## src/rtl/mem_access_stage.sv

```systemverilog
// Memory-access pipeline stage: holds loads/stores until the data cache acks,
// stalls upstream while waiting, tracks the LL/SC link and registers MEM/WB.
module mem_access_stage #(
  parameter bit LINK_EN = 1'b1
) (
  input  logic        CLK,
  input  logic        RST,
  input  logic        em_valid,
  input  logic [5:0]  em_opcode,
  input  logic [31:0] em_alu_out,
  input  logic [31:0] em_rdat2,
  input  logic [31:0] em_npc,
  input  logic [31:0] em_extout,
  input  logic [4:0]  em_rt,
  input  logic [4:0]  em_rd,
  input  logic        em_DRen,
  input  logic        em_DWen,
  input  logic        em_RegW,
  input  logic        em_halt,
  input  logic [1:0]  em_Mem,
  input  logic [1:0]  em_RegDest,
  input  logic        dhit,
  input  logic [31:0] dmemload,
  input  logic        snoop_inv,
  input  logic [31:0] snoop_addr,
  output logic        dmemREN,
  output logic        dmemWEN,
  output logic [31:0] dmemaddr,
  output logic [31:0] dmemstore,
  output logic        datomic,
  output logic        mem_stall,
  output logic        wb_valid,
  output logic        wb_RegW,
  output logic        wb_halt,
  output logic [4:0]  wb_wsel,
  output logic [31:0] wb_wdat,
  output logic [1:0]  dbg_state
);

  localparam logic [5:0] OP_LL = 6'h30;
  localparam logic [5:0] OP_SC = 6'h38;

  typedef enum logic [1:0] {
    IDLE   = 2'd0,
    ACCESS = 2'd1,
    HALTED = 2'd2
  } state_t;

  state_t      state_q, state_d;
  logic        link_valid_q, link_valid_d;
  logic [31:0] link_addr_q, link_addr_d;
  logic        ren_q, ren_d;
  logic        wen_q, wen_d;
  logic        atomic_q, atomic_d;
  logic [31:0] addr_q, addr_d;
  logic [31:0] store_q, store_d;
  logic        wb_valid_q, wb_valid_d;
  logic        wb_regw_q, wb_regw_d;
  logic        wb_halt_q, wb_halt_d;
  logic [4:0]  wb_wsel_q, wb_wsel_d;
  logic [31:0] wb_wdat_q, wb_wdat_d;

  logic        stall;
  logic        is_ll, is_sc, is_mem, link_hit, sc_fail;
  logic [4:0]  wsel_mux;
  logic [31:0] wdat_mux;

  always_comb begin
    is_ll    = (em_opcode == OP_LL);
    is_sc    = (em_opcode == OP_SC);
    is_mem   = em_DRen | em_DWen;
    link_hit = link_valid_q && (link_addr_q == em_alu_out);
    sc_fail  = (LINK_EN == 1'b1) && is_sc && !link_hit;

    case (em_RegDest)
      2'd1:    wsel_mux = em_rd;
      2'd2:    wsel_mux = 5'd31;
      default: wsel_mux = em_rt;
    endcase

    case (em_Mem)
      2'd0:    wdat_mux = em_alu_out;
      2'd1:    wdat_mux = dmemload;
      2'd2:    wdat_mux = em_npc;
      default: wdat_mux = em_extout;
    endcase
  end

  always_comb begin
    state_d      = state_q;
    link_valid_d = link_valid_q;
    link_addr_d  = link_addr_q;
    ren_d        = ren_q;
    wen_d        = wen_q;
    atomic_d     = atomic_q;
    addr_d       = addr_q;
    store_d      = store_q;
    wb_valid_d   = wb_valid_q;
    wb_regw_d    = wb_regw_q;
    wb_halt_d    = wb_halt_q;
    wb_wsel_d    = wb_wsel_q;
    wb_wdat_d    = wb_wdat_q;
    stall        = 1'b0;

    // Remote invalidation; an LL completing this same cycle overrides below.
    if (snoop_inv && link_valid_q && (snoop_addr == link_addr_q)) begin
      link_valid_d = 1'b0;
    end

    case (state_q)
      IDLE: begin
        if (!em_valid) begin
          wb_valid_d = 1'b0;
          wb_regw_d  = 1'b0;
          wb_halt_d  = 1'b0;
        end else if (em_halt) begin
          state_d    = HALTED;
          wb_valid_d = 1'b1;
          wb_regw_d  = em_RegW;
          wb_halt_d  = 1'b1;
          wb_wsel_d  = wsel_mux;
          wb_wdat_d  = wdat_mux;
        end else if (is_mem && !sc_fail) begin
          stall    = 1'b1;
          state_d  = ACCESS;
          ren_d    = em_DRen;
          wen_d    = em_DWen;
          atomic_d = is_ll | is_sc;
          addr_d   = em_alu_out;
          store_d  = em_rdat2;
        end else begin
          wb_valid_d = 1'b1;
          wb_regw_d  = em_RegW;
          wb_halt_d  = 1'b0;
          wb_wsel_d  = sc_fail ? em_rt : wsel_mux;
          wb_wdat_d  = sc_fail ? 32'd0 : wdat_mux;
        end
      end

      ACCESS: begin
        stall = ~dhit;
        if (dhit) begin
          state_d    = IDLE;
          ren_d      = 1'b0;
          wen_d      = 1'b0;
          atomic_d   = 1'b0;
          addr_d     = 32'd0;
          store_d    = 32'd0;
          wb_valid_d = 1'b1;
          wb_regw_d  = em_RegW & em_valid;
          wb_halt_d  = 1'b0;
          wb_wsel_d  = wsel_mux;
          wb_wdat_d  = is_sc ? 32'd1 : wdat_mux;
          if ((em_DWen && link_hit) || is_sc) begin
            link_valid_d = 1'b0;
          end
          if (is_ll && (LINK_EN == 1'b1)) begin
            link_valid_d = 1'b1;
            link_addr_d  = em_alu_out;
          end
        end
      end

      HALTED: begin
        wb_valid_d = 1'b0;
        wb_regw_d  = 1'b0;
      end

      default: begin
        state_d = IDLE;
      end
    endcase
  end

  always_ff @(posedge CLK or posedge RST) begin
    if (RST) begin
      state_q      <= IDLE;
      link_valid_q <= 1'b0;
      link_addr_q  <= 32'd0;
      ren_q        <= 1'b0;
      wen_q        <= 1'b0;
      atomic_q     <= 1'b0;
      addr_q       <= 32'd0;
      store_q      <= 32'd0;
      wb_valid_q   <= 1'b0;
      wb_regw_q    <= 1'b0;
      wb_halt_q    <= 1'b0;
      wb_wsel_q    <= 5'd0;
      wb_wdat_q    <= 32'd0;
    end else begin
      state_q      <= state_d;
      link_valid_q <= link_valid_d;
      link_addr_q  <= link_addr_d;
      ren_q        <= ren_d;
      wen_q        <= wen_d;
      atomic_q     <= atomic_d;
      addr_q       <= addr_d;
      store_q      <= store_d;
      wb_valid_q   <= wb_valid_d;
      wb_regw_q    <= wb_regw_d;
      wb_halt_q    <= wb_halt_d;
      wb_wsel_q    <= wb_wsel_d;
      wb_wdat_q    <= wb_wdat_d;
    end
  end

  assign dmemREN   = ren_q;
  assign dmemWEN   = wen_q;
  assign dmemaddr  = addr_q;
  assign dmemstore = store_q;
  assign datomic   = atomic_q;
  assign mem_stall = stall;
  assign wb_valid  = wb_valid_q;
  assign wb_RegW   = wb_regw_q;
  assign wb_halt   = wb_halt_q;
  assign wb_wsel   = wb_wsel_q;
  assign wb_wdat   = wb_wdat_q;
  assign dbg_state = state_q;

endmodule

```

## config.mk

```make
export PLATFORM = sky130hd
export DESIGN_NAME = mem_access_stage
export DESIGN_NICKNAME = d
export VERILOG_FILES = /design/src/rtl/mem_access_stage.sv
export SDC_FILE = /design/constraint.sdc
export NUM_CORES = 1
export LEC_CHECK = 0
export CORE_MARGIN = 4
export CORE_UTILIZATION = 35
export DETAILED_ROUTE_END_ITERATION = 10
export PLACE_DENSITY = 0.81
export SLEW_MARGIN = 10
export SYNTH_ARGS = -nofsm -noshare
export SYNTH_HDL_FRONTEND = slang
export SYNTH_SLANG_ARGS = --single-unit
```

## constraint.sdc

```tcl
create_clock -name CLK -period 6.15 [get_ports CLK]
set_input_delay 1.23 -clock CLK [delete_from_list [all_inputs] [get_ports CLK]]
set_output_delay 1.23 -clock CLK [all_outputs]
set_load 0.01 [all_outputs]
```

Word level (Yosys, flattened, before mapping)
Index checks and enable logic that the tools add are counted.
Word-level totals
  register bits: 142
  input bits: 221
  output and inout bits: 110
Cells by class
  equal/unequal tests: 17
  multiplexer cells: 65
  bitwise operators: 5
  reduce and logical (&&, ||, !) cells: 19
Operator list (number)
  32-bit 2-to-1 mux: 13
  32-bit case mux with 2 select lines: 3
  32-bit case mux with 3 select lines: 1
  32-bit == test: 2
  1-bit 2-to-1 mux: 29
  5-bit 2-to-1 mux: 5
  5-bit case mux with 2 select lines: 2
  6-bit == test, second input constant: 2
  1-bit case mux with 2 select lines: 5
  3-bit AND reduction: 3
  2-bit 2-to-1 mux: 4
  2-bit != test, second input constant: 4
  4-bit AND reduction: 2
  2-bit by 1-bit == test with 1-bit output, second input constant: 3
  2-bit == test, second input constant: 3
  1-bit logical AND: 6
  3-bit != test, second input constant: 2
  1-bit case mux with 3 select lines: 2
  2-bit case mux with 3 select lines: 1
  5-bit AND reduction: 1
  2-bit zero test: 2
  4-bit != test, second input constant: 1
  3-bit nonzero test: 1
  1-bit zero test: 2
  other kinds (5): 7

Depth between registers and ports, before layout
  depth after elaboration: 10
  mapped depth: 9
  depth with buffers taken out: 7

Worst setup path before layout
Ideal clock, no wire load.
  kind: input to output
  start point: input em_alu_out[31]
  end point: output mem_stall
  data arrival time: 2297 ps
  required time: 4920 ps
  slack: 2623 ps
  stages: 6
  buffers on the path: 0
  cells stage by stage: xnor2_1 > nand4_1 > nor4_2 > nand3_1 > a21oi_1 > a21o_1
On the way
  longest elaborated chain between the ends: 10
Ends and longest elaborated chain
  from (decl): RTL line 10  | input logic [31:0] em_alu_out,
  32-bit == test: RTL line 72  | link_hit = link_valid_q && (link_addr_q == em_alu_out);
  1-bit logical AND: RTL line 72
  1-bit zero test: RTL line 73  | sc_fail = (LINK_EN == 1'b1) && is_sc && !link_hit;
  1-bit logical AND: RTL line 73
  1-bit zero test: RTL line 123  | end else if (is_mem && !sc_fail) begin
  1-bit logical AND: RTL line 123
  1-bit 2-to-1 mux: RTL line 123
  1-bit 2-to-1 mux: RTL line 116  | end else if (em_halt) begin
  1-bit 2-to-1 mux: RTL line 112  | if (!em_valid) begin
  1-bit case mux with 2 select lines: RTL line 110  | case (state_q)
  to (decl): RTL line 31  | output logic mem_stall,
No other way between the ends.

Final worst setup path
  start point: input em_alu_out[24]
  end point: output mem_stall
The elaborated chain is that of the path after synthesis.

==> results.toml <==
[cts]
htree_levels = 4
clockBufferDepth = 2
post_cts_buffers = 0
cts_tree = "yes"
cts_resized = 0
clkSinkCount = 142
cts.clk_slew.worst_paths_ns = 0.06
cts_root_buf = "clkbuf_16"
worstSkewPairLatency_ns = 0.42
cts_hold_buf = 0
cts_buffers = 17

[floorplanning]
core_um2 = 20230
pin_count = 331
initial_core_util_pct = 35.69
die_h_um = 151.6
die-area_um2 = 22990
std_cell_rows = 52
die-width_um = 151.6

[grt]
first_global_vias = 6325
grt_max_degree = 91
antenna_found_initial = 2
grt_overflow = 0
grt_pass1_wl_um = 36690
grtUsageTotal_pct = 21.38

[power_and_ir_drop]
p_per_area_nw_per_um2 = 393.3
p_leak_nw = 4.696
finalPower_mw = 4.479
peakVddDrop_v = 0.0002014

[place]
dp.cells = 1112
dp_slack_ns = 1.211
dpl_cell_area_um2 = 10790
portBuffers = 330
dp_hpwl_um = 18920
gp_congestion = 0.7812

[yosys]
yosys.area.top_type = "dfrtp_1"
ys_seq_area_share_pct = 49.21
syn-cell-area_um2 = 7221
synth-warning-count = 0
synth_nets = 762
synth_cells = 535
synth_seq_cells = 142
yosysUniqueCellTypes = 38
synth_top_area_share_pct = 49.21
yosys-top-cells-area = "dfrtp_1 (49%), mux2_2 (11%), mux4_2 (10%)"
syn_avg_cell_area_um2 = 13.50

[route]
drtAntennaViolNets = 0
vias = 5905
via_per_inst = 5.153
routedWlPerCell_um = 21.99
first_iter_violations = 243
routed_wl_um = 25200
drtPass1Iterations = 4
route.detailed.drc = 0

[cells_and_area]
final_common_cell = "clkdlybuf4s50_1"
fin_nets = 1088
final_cells = 1146
finish.instance_area_um2 = 11390
layout_common_cells = "clkdlybuf4s50_1 (328), dfrtp_1 (142), mux2_2 (72)"
area_delta_synth_final_pct = 57.72
drive_gt1_share_pct = 18.08

[sta]
clock_skew_ns = 0.01043
setup_violations = 0
period_minus_slack_ns = 4.975
timing.fmax_mhz = 201.0
slew_viol_final = 0
finalHoldViolCount = 0
slew_headroom_pct = 26.98
setup-tns-final_ns = 0
fin_ws_ns = 1.175
worst_slew_pin_slew_ns = 1.092
fin_crit_sh_pct = 80.89
rsz0062_at_grt = "false"

[worst_setup_path]
cp_max_fo = 4
path_class = "in2out"
cp.required_ns = 4.92
endpoint_kind = "output port"
worstPathArrival_ns = 3.74
cp-start-kind = "input port"

[min_path]
hold_path_class = "reg2reg"

[run_status]
outcome = "finished clean"

[job]
drv_cap = 0
kinds of logic after synthesis:
family / share of synthesized area (%)
compound gates: 10.62
xor+xnor: 7.763
fa+ha+maj: 1.040
buf+inv: 3.050
flops: 49.21
mux: 21.90
simple gates: 6.411
cell usage after synthesis:
cell / count
mux2i_1: 5
nor4_2: 2
and2_1: 1
or4_1: 1
mux2_2: 72
nor2_1: 3
nor2b_1: 34
o21bai_1: 1
buf_2: 8
inv_1: 12
o31ai_1: 1
nand3_1: 5
and3_1: 1
nor3_1: 2
ha_1: 6
and4b_1: 1
xor2_1: 4
a22o_1: 68
a21oi_2: 1
nor4_1: 2
buf_4: 4
nand2_1: 8
or2_2: 1
nand4_1: 14
o211ai_1: 1
a211o_1: 1
a31oi_1: 4
nor3b_2: 1
buf_6: 3
a211oi_4: 1
o21a_1: 1
xnor2_1: 60
o2bb2ai_1: 1
mux4_2: 32
a21o_1: 4
a21oi_1: 8
dfrtp_1: 142
clkbuf_1: 19
report_power, final:
group | internal, mW | switching (mW)
clock | 0.616 | 0.431
sequential | 1.27 | 0.208
combinational | 1.13 | 0.817
total | 3.02 | 1.46
routing by layer:
layer,part of all wire (%),vias to the layer above,GRT usage (%)
li1,-,2649,-
met1,40,2945,25.47
met2,50,272,37.19
met3,9.1,35,7.049
met4,1.4,4,5.705
met5,0.083,-,0
through the flow:
step           util [%]  hold slack [ns]
2_1_floorplan         -           0.5326
3_3_place_gp      53.30           0.4812
3_5_place_dp      53.30           0.4803
4_1_cts           56.26           0.5027
5_1_grt           56.26           0.5117
6_report          56.28           0.4979
layout make-up:
type / count / area, µm²
Fill cell: 1717 / 8846
Multi-Input combinational cell: 347 / 3456
Sequential cell: 142 / 3553
Inverter: 12 / 50.05
Tap cell: 270 / 337.8
Clock inverter: 14 / 158.9
Antenna cell: 2 / 5.005
Timing Repair Buffer: 341 / 3388
Clock buffer: 18 / 439.2
critical path, stage by stage:
cell             delay, ns
clkdlybuf4s50_1       0.55
xnor2_1               0.16
nand4_1               0.18
nor3_1                0.37
nand3_1               0.26
a21oi_1               0.27
a21o_1                0.17
clkdlybuf4s50_1       0.55
sequential cells by signal, indices dropped and copies added, names as in the netlist:
name,count
dmemWEN,1
wb_RegW,1
dbg_state,2
link_addr_q,32
wb_wsel,5
wb_halt,1
dmemREN,1
datomic,1
dmemaddr,32
wb_valid,1
link_valid_q,1
dmemstore,32
wb_wdat,32
final timing paths:
path,endpoint,slack (ns),cells past startpoint,from
min in group asynchronous,datomic$_DFFE_PP0P_,1.36,2,RST
worst min-delay path,dmemstore[27]$_DFFE_PP0P_,0.50,1,dmemstore[27]$_DFFE_PP0P_
worst max register to register,dmemaddr[0]$_DFFE_PP0P_,3.16,8,link_addr_q[24]$_DFFE_PP0P_
worst min register to register,dmemstore[27]$_DFFE_PP0P_,0.50,1,dmemstore[27]$_DFFE_PP0P_
max in group asynchronous,link_addr_q[30]$_DFFE_PP0P_,3.53,3,RST
worst max-delay path,mem_stall,1.18,8,em_alu_out[24]
(Power assumes the default switching activity.)
